==> src/rtl/riscv_mem_pkg.sv <==
// Shared encodings for the MEM stage: funct3 width codes, FSM states and
// write-back source select values.
package riscv_mem_pkg;

    localparam logic [2:0] F3_LB  = 3'd0;
    localparam logic [2:0] F3_LH  = 3'd1;
    localparam logic [2:0] F3_LW  = 3'd2;
    localparam logic [2:0] F3_LBU = 3'd4;
    localparam logic [2:0] F3_LHU = 3'd5;
    localparam logic [2:0] F3_SB  = 3'd0;
    localparam logic [2:0] F3_SH  = 3'd1;
    localparam logic [2:0] F3_SW  = 3'd2;

    localparam logic WB_SEL_ALU  = 1'b0;
    localparam logic WB_SEL_LOAD = 1'b1;

    typedef enum logic [1:0] {
        IDLE = 2'd0,
        REQ  = 2'd1,
        RSP  = 2'd2
    } state_t;

endpackage

==> src/rtl/load_store_align.sv <==
// Combinational lane logic: store byte-enables/replication, access fault
// detection, and load-data extraction with sign/zero extension.
module load_store_align
    import riscv_mem_pkg::*;
(
    input  logic        i_mem_read,
    input  logic        i_mem_write,
    input  logic [2:0]  i_funct3,
    input  logic [1:0]  i_offset,
    input  logic [31:0] i_store_data,
    output logic [3:0]  o_be,
    output logic [31:0] o_wdata,
    output logic        o_fault,
    input  logic [2:0]  i_ld_funct3,
    input  logic [1:0]  i_ld_offset,
    input  logic [31:0] i_rdata,
    output logic [31:0] o_load_data
);

    logic        w_illegal;
    logic        w_misalign;
    logic [7:0]  w_byte;
    logic [15:0] w_half;

    always_comb begin
        w_illegal  = 1'b0;
        w_misalign = 1'b0;
        if (i_mem_read && i_mem_write) begin
            w_illegal = 1'b1;
        end else if (i_mem_read) begin
            case (i_funct3)
                F3_LB, F3_LBU: w_misalign = 1'b0;
                F3_LH, F3_LHU: w_misalign = i_offset[0];
                F3_LW:         w_misalign = |i_offset;
                default:       w_illegal  = 1'b1;
            endcase
        end else if (i_mem_write) begin
            case (i_funct3)
                F3_SB:   w_misalign = 1'b0;
                F3_SH:   w_misalign = i_offset[0];
                F3_SW:   w_misalign = |i_offset;
                default: w_illegal  = 1'b1;
            endcase
        end
        o_fault = w_illegal | w_misalign;
    end

    // Store data is replicated across lanes so the memory only needs the BE mask.
    always_comb begin
        o_be    = 4'b1111;
        o_wdata = i_store_data;
        case (i_funct3)
            F3_SB: begin
                o_be    = 4'b0001 << i_offset;
                o_wdata = {4{i_store_data[7:0]}};
            end
            F3_SH: begin
                o_be    = 4'b0011 << i_offset;
                o_wdata = {2{i_store_data[15:0]}};
            end
            default: begin
                o_be    = 4'b1111;
                o_wdata = i_store_data;
            end
        endcase
    end

    always_comb begin
        w_byte      = i_rdata[{i_ld_offset, 3'b000} +: 8];
        w_half      = i_ld_offset[1] ? i_rdata[31:16] : i_rdata[15:0];
        o_load_data = i_rdata;
        case (i_ld_funct3)
            F3_LB:   o_load_data = {{24{w_byte[7]}}, w_byte};
            F3_LBU:  o_load_data = {24'd0, w_byte};
            F3_LH:   o_load_data = {{16{w_half[15]}}, w_half};
            F3_LHU:  o_load_data = {16'd0, w_half};
            default: o_load_data = i_rdata;
        endcase
    end

endmodule

==> src/rtl/memory_access_stage.sv <==
// RISC-V MEM stage: issues loads/stores over a valid/ready request and response
// port, stalls upstream while busy, and hands one bundle per instruction to WB.
module memory_access_stage
    import riscv_mem_pkg::*;
#(
    parameter int DATA_WIDTH     = 32,
    parameter int ADDR_WIDTH     = 32,
    parameter int REG_ADDR_WIDTH = 5
) (
    input  logic                      CLK,
    input  logic                      RESET,
    input  logic                      MEM_VALID,
    input  logic [DATA_WIDTH-1:0]     ALU_RESULT,
    input  logic [DATA_WIDTH-1:0]     STORE_DATA,
    input  logic                      MEM_READ,
    input  logic                      MEM_WRITE,
    input  logic [2:0]                MEM_FUNCT3,
    input  logic [REG_ADDR_WIDTH-1:0] RD_ADDR,
    input  logic                      REG_WRITE,
    input  logic                      WB_SEL_IN,
    output logic                      STALL_OUT,
    output logic                      DREQ_VALID,
    input  logic                      DREQ_READY,
    output logic [ADDR_WIDTH-1:0]     DREQ_ADDR,
    output logic                      DREQ_WE,
    output logic [3:0]                DREQ_BE,
    output logic [DATA_WIDTH-1:0]     DREQ_WDATA,
    input  logic                      DRSP_VALID,
    input  logic [DATA_WIDTH-1:0]     DRSP_RDATA,
    output logic                      WB_VALID,
    output logic [DATA_WIDTH-1:0]     WB_ALU_RESULT,
    output logic [DATA_WIDTH-1:0]     WB_LOAD_DATA,
    output logic [REG_ADDR_WIDTH-1:0] WB_RD_ADDR,
    output logic                      WB_REG_WRITE,
    output logic                      WB_SEL,
    output logic                      MEM_FAULT
);

    state_t r_state;
    state_t w_next_state;

    logic [ADDR_WIDTH-1:0]     r_req_addr;
    logic                      r_req_we;
    logic [3:0]                r_req_be;
    logic [DATA_WIDTH-1:0]     r_req_wdata;
    logic [2:0]                r_ld_funct3;
    logic [1:0]                r_ld_offset;
    logic [DATA_WIDTH-1:0]     r_alu;
    logic [REG_ADDR_WIDTH-1:0] r_rd;
    logic                      r_reg_write;
    logic                      r_sel;

    logic                      r_wb_valid;
    logic [DATA_WIDTH-1:0]     r_wb_alu;
    logic [DATA_WIDTH-1:0]     r_wb_load;
    logic [REG_ADDR_WIDTH-1:0] r_wb_rd;
    logic                      r_wb_reg_write;
    logic                      r_wb_sel;
    logic                      r_wb_fault;

    logic                      w_accept;
    logic                      w_is_mem;
    logic                      w_fault;
    logic                      w_issue;
    logic                      w_handshake;
    logic                      w_rsp_done;
    logic [3:0]                w_be;
    logic [31:0]               w_wdata;
    logic [31:0]               w_load_data;

    load_store_align u_align (
        .i_mem_read   (MEM_READ),
        .i_mem_write  (MEM_WRITE),
        .i_funct3     (MEM_FUNCT3),
        .i_offset     (ALU_RESULT[1:0]),
        .i_store_data (STORE_DATA),
        .o_be         (w_be),
        .o_wdata      (w_wdata),
        .o_fault      (w_fault),
        .i_ld_funct3  (r_ld_funct3),
        .i_ld_offset  (r_ld_offset),
        .i_rdata      (DRSP_RDATA),
        .o_load_data  (w_load_data)
    );

    assign w_accept    = (r_state == IDLE) && MEM_VALID;
    assign w_is_mem    = MEM_READ | MEM_WRITE;
    assign w_issue     = w_accept && w_is_mem && !w_fault;
    assign w_handshake = (r_state == REQ) && DREQ_READY;
    assign w_rsp_done  = (r_state == RSP) && DRSP_VALID;

    always_comb begin
        w_next_state = r_state;
        case (r_state)
            IDLE:    if (w_issue) w_next_state = REQ;
            REQ:     if (DREQ_READY) w_next_state = r_req_we ? IDLE : RSP;
            RSP:     if (DRSP_VALID) w_next_state = IDLE;
            default: w_next_state = IDLE;
        endcase
    end

    always_ff @(posedge CLK) begin
        if (RESET) begin
            r_state        <= IDLE;
            r_req_addr     <= '0;
            r_req_we       <= 1'b0;
            r_req_be       <= 4'd0;
            r_req_wdata    <= '0;
            r_ld_funct3    <= 3'd0;
            r_ld_offset    <= 2'd0;
            r_alu          <= '0;
            r_rd           <= '0;
            r_reg_write    <= 1'b0;
            r_sel          <= WB_SEL_ALU;
            r_wb_valid     <= 1'b0;
            r_wb_alu       <= '0;
            r_wb_load      <= '0;
            r_wb_rd        <= '0;
            r_wb_reg_write <= 1'b0;
            r_wb_sel       <= WB_SEL_ALU;
            r_wb_fault     <= 1'b0;
        end else begin
            r_state    <= w_next_state;
            r_wb_valid <= 1'b0;
            r_wb_fault <= 1'b0;

            if (w_accept) begin
                r_alu       <= ALU_RESULT;
                r_rd        <= RD_ADDR;
                r_reg_write <= REG_WRITE;
                r_sel       <= WB_SEL_IN;
                r_ld_funct3 <= MEM_FUNCT3;
                r_ld_offset <= ALU_RESULT[1:0];
                if (w_issue) begin
                    r_req_addr  <= {ALU_RESULT[ADDR_WIDTH-1:2], 2'b00};
                    r_req_we    <= MEM_WRITE;
                    r_req_be    <= w_be;
                    r_req_wdata <= w_wdata;
                end else begin
                    // Non-memory op or faulting access retires immediately.
                    r_wb_valid     <= 1'b1;
                    r_wb_alu       <= ALU_RESULT;
                    r_wb_load      <= '0;
                    r_wb_rd        <= RD_ADDR;
                    r_wb_reg_write <= REG_WRITE & ~(w_is_mem & w_fault);
                    r_wb_sel       <= WB_SEL_IN;
                    r_wb_fault     <= w_is_mem & w_fault;
                end
            end

            if (w_handshake && r_req_we) begin
                r_wb_valid     <= 1'b1;
                r_wb_alu       <= r_alu;
                r_wb_load      <= '0;
                r_wb_rd        <= r_rd;
                r_wb_reg_write <= r_reg_write;
                r_wb_sel       <= r_sel;
            end

            if (w_rsp_done) begin
                r_wb_valid     <= 1'b1;
                r_wb_alu       <= r_alu;
                r_wb_load      <= w_load_data;
                r_wb_rd        <= r_rd;
                r_wb_reg_write <= r_reg_write;
                r_wb_sel       <= r_sel;
            end
        end
    end

    assign STALL_OUT     = (r_state != IDLE);
    assign DREQ_VALID    = (r_state == REQ);
    assign DREQ_ADDR     = r_req_addr;
    assign DREQ_WE       = r_req_we;
    assign DREQ_BE       = r_req_be;
    assign DREQ_WDATA    = r_req_wdata;
    assign WB_VALID      = r_wb_valid;
    assign WB_ALU_RESULT = r_wb_alu;
    assign WB_LOAD_DATA  = r_wb_load;
    assign WB_RD_ADDR    = r_wb_rd;
    assign WB_REG_WRITE  = r_wb_reg_write;
    assign WB_SEL        = r_wb_sel;
    assign MEM_FAULT     = r_wb_fault;

endmodule
==> config.mk <==
export PLATFORM = sky130hd
export DESIGN_NAME = memory_access_stage
export DESIGN_NICKNAME = d
export VERILOG_FILES = /design/src/rtl/riscv_mem_pkg.sv /design/src/rtl/load_store_align.sv /design/src/rtl/memory_access_stage.sv
export SDC_FILE = /design/constraint.sdc
export NUM_CORES = 1
export LEC_CHECK = 0
export BUFFER_PORTS_ARGS = -buffer_cell sky130_fd_sc_hd__clkbuf_2
export CORE_MARGIN = 8
export CORE_UTILIZATION = 25
export CTS_CLUSTER_SIZE = 16
export DETAILED_ROUTE_END_ITERATION = 16
export SYNTH_ARGS = -nofsm -noshare
export SYNTH_HDL_FRONTEND = slang
export SYNTH_HIERARCHICAL = 1
export SYNTH_SLANG_ARGS = --single-unit
==> constraint.sdc <==
create_clock -name CLK -period 5 [get_ports CLK]
set_input_delay 1 -clock CLK [delete_from_list [all_inputs] [get_ports CLK]]
set_output_delay 1 -clock CLK [all_outputs]
set_load 0.05 [all_outputs]
==> results.md <==
* Status: finished, final reports clean
* Layout cell share with drive strength beyond 1 at 28.6%
* Final setup violation count at 0
* Reg2Reg Depth at 4
* Global-route wire length before repair at 46,100 µm
* Fin. max-slew vios at 0
* Layout fillers at 3,544
* Residual DRC at 0
* Post-route ant nets at 0
* Max Root-Sink Buffers at 2
* Final TNS setup at 0 ps
* Bufs and invs on worst path at 1
* Worst reg2reg path endpoint: WB_ALU_RESULT[20]
* Crit end category: register
* Clock share of power at 38.5%
* Total gr overflow at 0
* Seq/Total Area, Yosys at 44.6%
* Routability-driven placement congestion ratio at 0.827
* CTS Hold Bufs at 0
* Pint at 2.44 mW
* Tot Pwr at 3.67 mW
* Crit-path max cell delay at 720 ps
* Detailed Route Iter0 Violations at 550
* Reg power frac at 43.1%
* Commonest non-fill, non-tap cell in the layout: clkbuf_2
* Clock Skew at 10.4 ps
* Clock root buffer: clkbuf_16
* Layout net count at 1,287
* Actual slew at the worst max-slew pin at 1130 ps
* Worst Path Max Fanout at 52
* Distinct cells, synth at 51
* Vias in the first global route at 7,854
* Drt total wl at 30,000 µm
* Switching Fraction at 33.4%
* Initial antenna violation count at 3
* Min-Delay Path Class: register to register
* Clock Sinks at 184
* Cell breakdown of the critical path: clkbuf_2 > a21oi_1 > o21ai_0 > nand2_1 > o221ai_1 > o21ba_4 > o2111a_2 > a22o_1
* Gr usage total at 14.9%
* Multi-input gate area at 4030 µm²
* Port Buffers at 254
* R2R setup slack at 2320 ps
* HPWL after detailed placement at 19,900 µm
* Synthesized area at 8260 µm²
* Main synth FF type: dfxtp_1
* Vias per Instance at 4.98
* Hold_sp: r_alu[25]
* Critical path depth at 8
* Total die area at 39,100 µm²
* DR WL/cell at 18.4 µm
* DR vias at 8,129
* Crit path max-delay family: compound AO/OA/AOI/OAI gates
* Crit path kind: primary input to register
* RSZ-0062 raised after global routing: false
* Clock transition at path regs at 70 ps
* Largest net degree at the start of global routing at 80
* Final hold viol count at 0
* Relative slew slack at 24.3%
* CTS Buf Count at 17
* Overall die width at 198 µm
* Slowest CP cell: o21ba_4
* Area occupied by registers at 3680 µm²
* Gates resized, CTS repair at 0
* Fin crit period at 3190 ps
* Fin util at 31.6%
* Syn Inst Count at 1,007
* CP Data Arrival Time at 3580 ps
* Sw power at 1.22 mW
* Initial Util at 25.4%
* Maxcap violations at 0
* Comb power frac at 18.5%
* Row count at 66
* CP Launch Type: primary input
* CTS tree: built
* Post-Syn Area per Cell at 8.20 µm²
* EDFF count, synth at 0
* Post-CTS Setup Repair Bufs at 0
* H-tree depth at 4
* Hold depth at 2
* Worst setup margin at 1810 ps
* Worst slack at placement at 1330 ps
* Worst Hold End: r_alu[25]
* DRT Pass-1 Iters at 5
* IO Pins at 257
* Most frequent cells in the layout: clkbuf_2, dfxtp_1, a21oi_1, nand2_1, o21ai_0
* VDD IR max at 0.247 mV
* Pwr Density at 357 nW/µm²
* Max Fclk at 0.313 GHz
* Async S/R FF share, synth at 0%
* Final Cycle Share at 63.9%
* Later-pin clock latency in the skew report at 450 ps
* LEAKAGE at 4.16 nW
* Worst R2R Start: r_state[0]
* Chip Height at 198 µm
* Area growth from synthesis to layout at 24.4%
* Synth Warn # at 6
* Synth Register Bits at 184
* Required time of the worst setup path at 5380 ps
* Core ar. at 32,500 µm²
==> routing by layer <==
layer | vias to the layer above | track usage, % | share of wire (%) | wire length, µm
met3 | 41 | 4.50 | 7.6 | 2270
met1 | 3855 | 18.9 | 44 | 13100
met5 | - | 0 | 0.043 | 13
met2 | 256 | 22.7 | 46 | 13800
li1 | 3975 | - | - | -
met4 | 2 | 7.00 | 2.8 | 828
==> cells in the mapped netlist, drive strengths merged (16+ instances only) <==
master    n  share of area, %
mux2     19               2.6
dfxtp   184                45
clkbuf   80               3.7
nand2   125               5.7
a21oi   164               9.9
a211oi   17               1.5
buf      40               3.2
o21ai   114               7.0
a22o     39               4.2
nor2     18              0.85
a311oi   37               3.9
nand3   104               6.3
mux2i    16               1.9
==> cell type report <==
cell class | instances | share of cell area [%]
multi-input cells | 697 | 39.2
inverters | 7 | 0.256
clock inverters | 15 | 1.78
flip-flops and latches | 184 | 35.8
repair buffers | 267 | 13.3
well taps | 442 | 5.38
clock buffers | 17 | 4.14
diodes | 2 | 0.0487
==> worst max-delay path by stage <==
| stage | startpoint | to | slack, ps |
|---|---|---|---|
| 2_1_floorplan | MEM_FUNCT3[0] | DREQ_ADDR[28] | 2180 |
| 6_report | MEM_FUNCT3[0] | WB_LOAD_DATA[9] | 1810 |
| 3_5_place_dp | MEM_FUNCT3[0] | WB_LOAD_DATA[2] | 1330 |
| 4_1_cts | MEM_FUNCT3[0] | WB_LOAD_DATA[2] | 1810 |
| 3_3_place_gp | MEM_FUNCT3[0] | WB_LOAD_DATA[20] | 1400 |
| 5_1_grt | MEM_FUNCT3[0] | WB_LOAD_DATA[2] | 1560 |
==> sequential cells by signal (all words and copies together), names as in the netlist <==
register       cells
DREQ_ADDR         30
DREQ_BE            4
DREQ_WDATA        32
DREQ_WE            1
MEM_FAULT          1
WB_ALU_RESULT     32
WB_LOAD_DATA      32
WB_RD_ADDR         5
WB_REG_WRITE       1
WB_SEL             1
WB_VALID           1
r_alu             31
r_ld_funct3        3
r_ld_offset        1
r_rd               5
r_reg_write        1
r_sel              1
r_state            2
==> power groups by stage <==
stage,clock network (mW),registers [mW],logic [mW]
global placement,0,1.61,0.674
global route,1.52,1.59,0.730
detailed placement,0,1.61,0.680
finish,1.41,1.58,0.677
floorplan,0,1.77,0.323
CTS,1.46,1.58,0.681
==> logic make-up after synthesis <==
| kind of cell | count (synthesis) | share of synthesized area [%] |
|---|---|---|
| flops | 184 | 44.6 |
| mux | 35 | 4.57 |
| buf+inv | 127 | 7.17 |
| compound gates | 390 | 28.8 |
| simple gates | 270 | 14.8 |
| other cells | 1 | 0.0454 |
==> per-stage QoR <==
stage	cells	area, µm²	hold slack, ps
floorplan	1008	8260	432
global placement	1597	9660	440
detailed placement	1597	9660	447
CTS	1629	10300	457
global route	1631	10300	474
finish	1631	10300	455
==> worst min-delay path, cell delays in order, from the launching register on <==
cell     delay [ps]
dfxtp_1         310
nand2_1          50
a21oi_1          50
(Power assumes the default switching activity.)
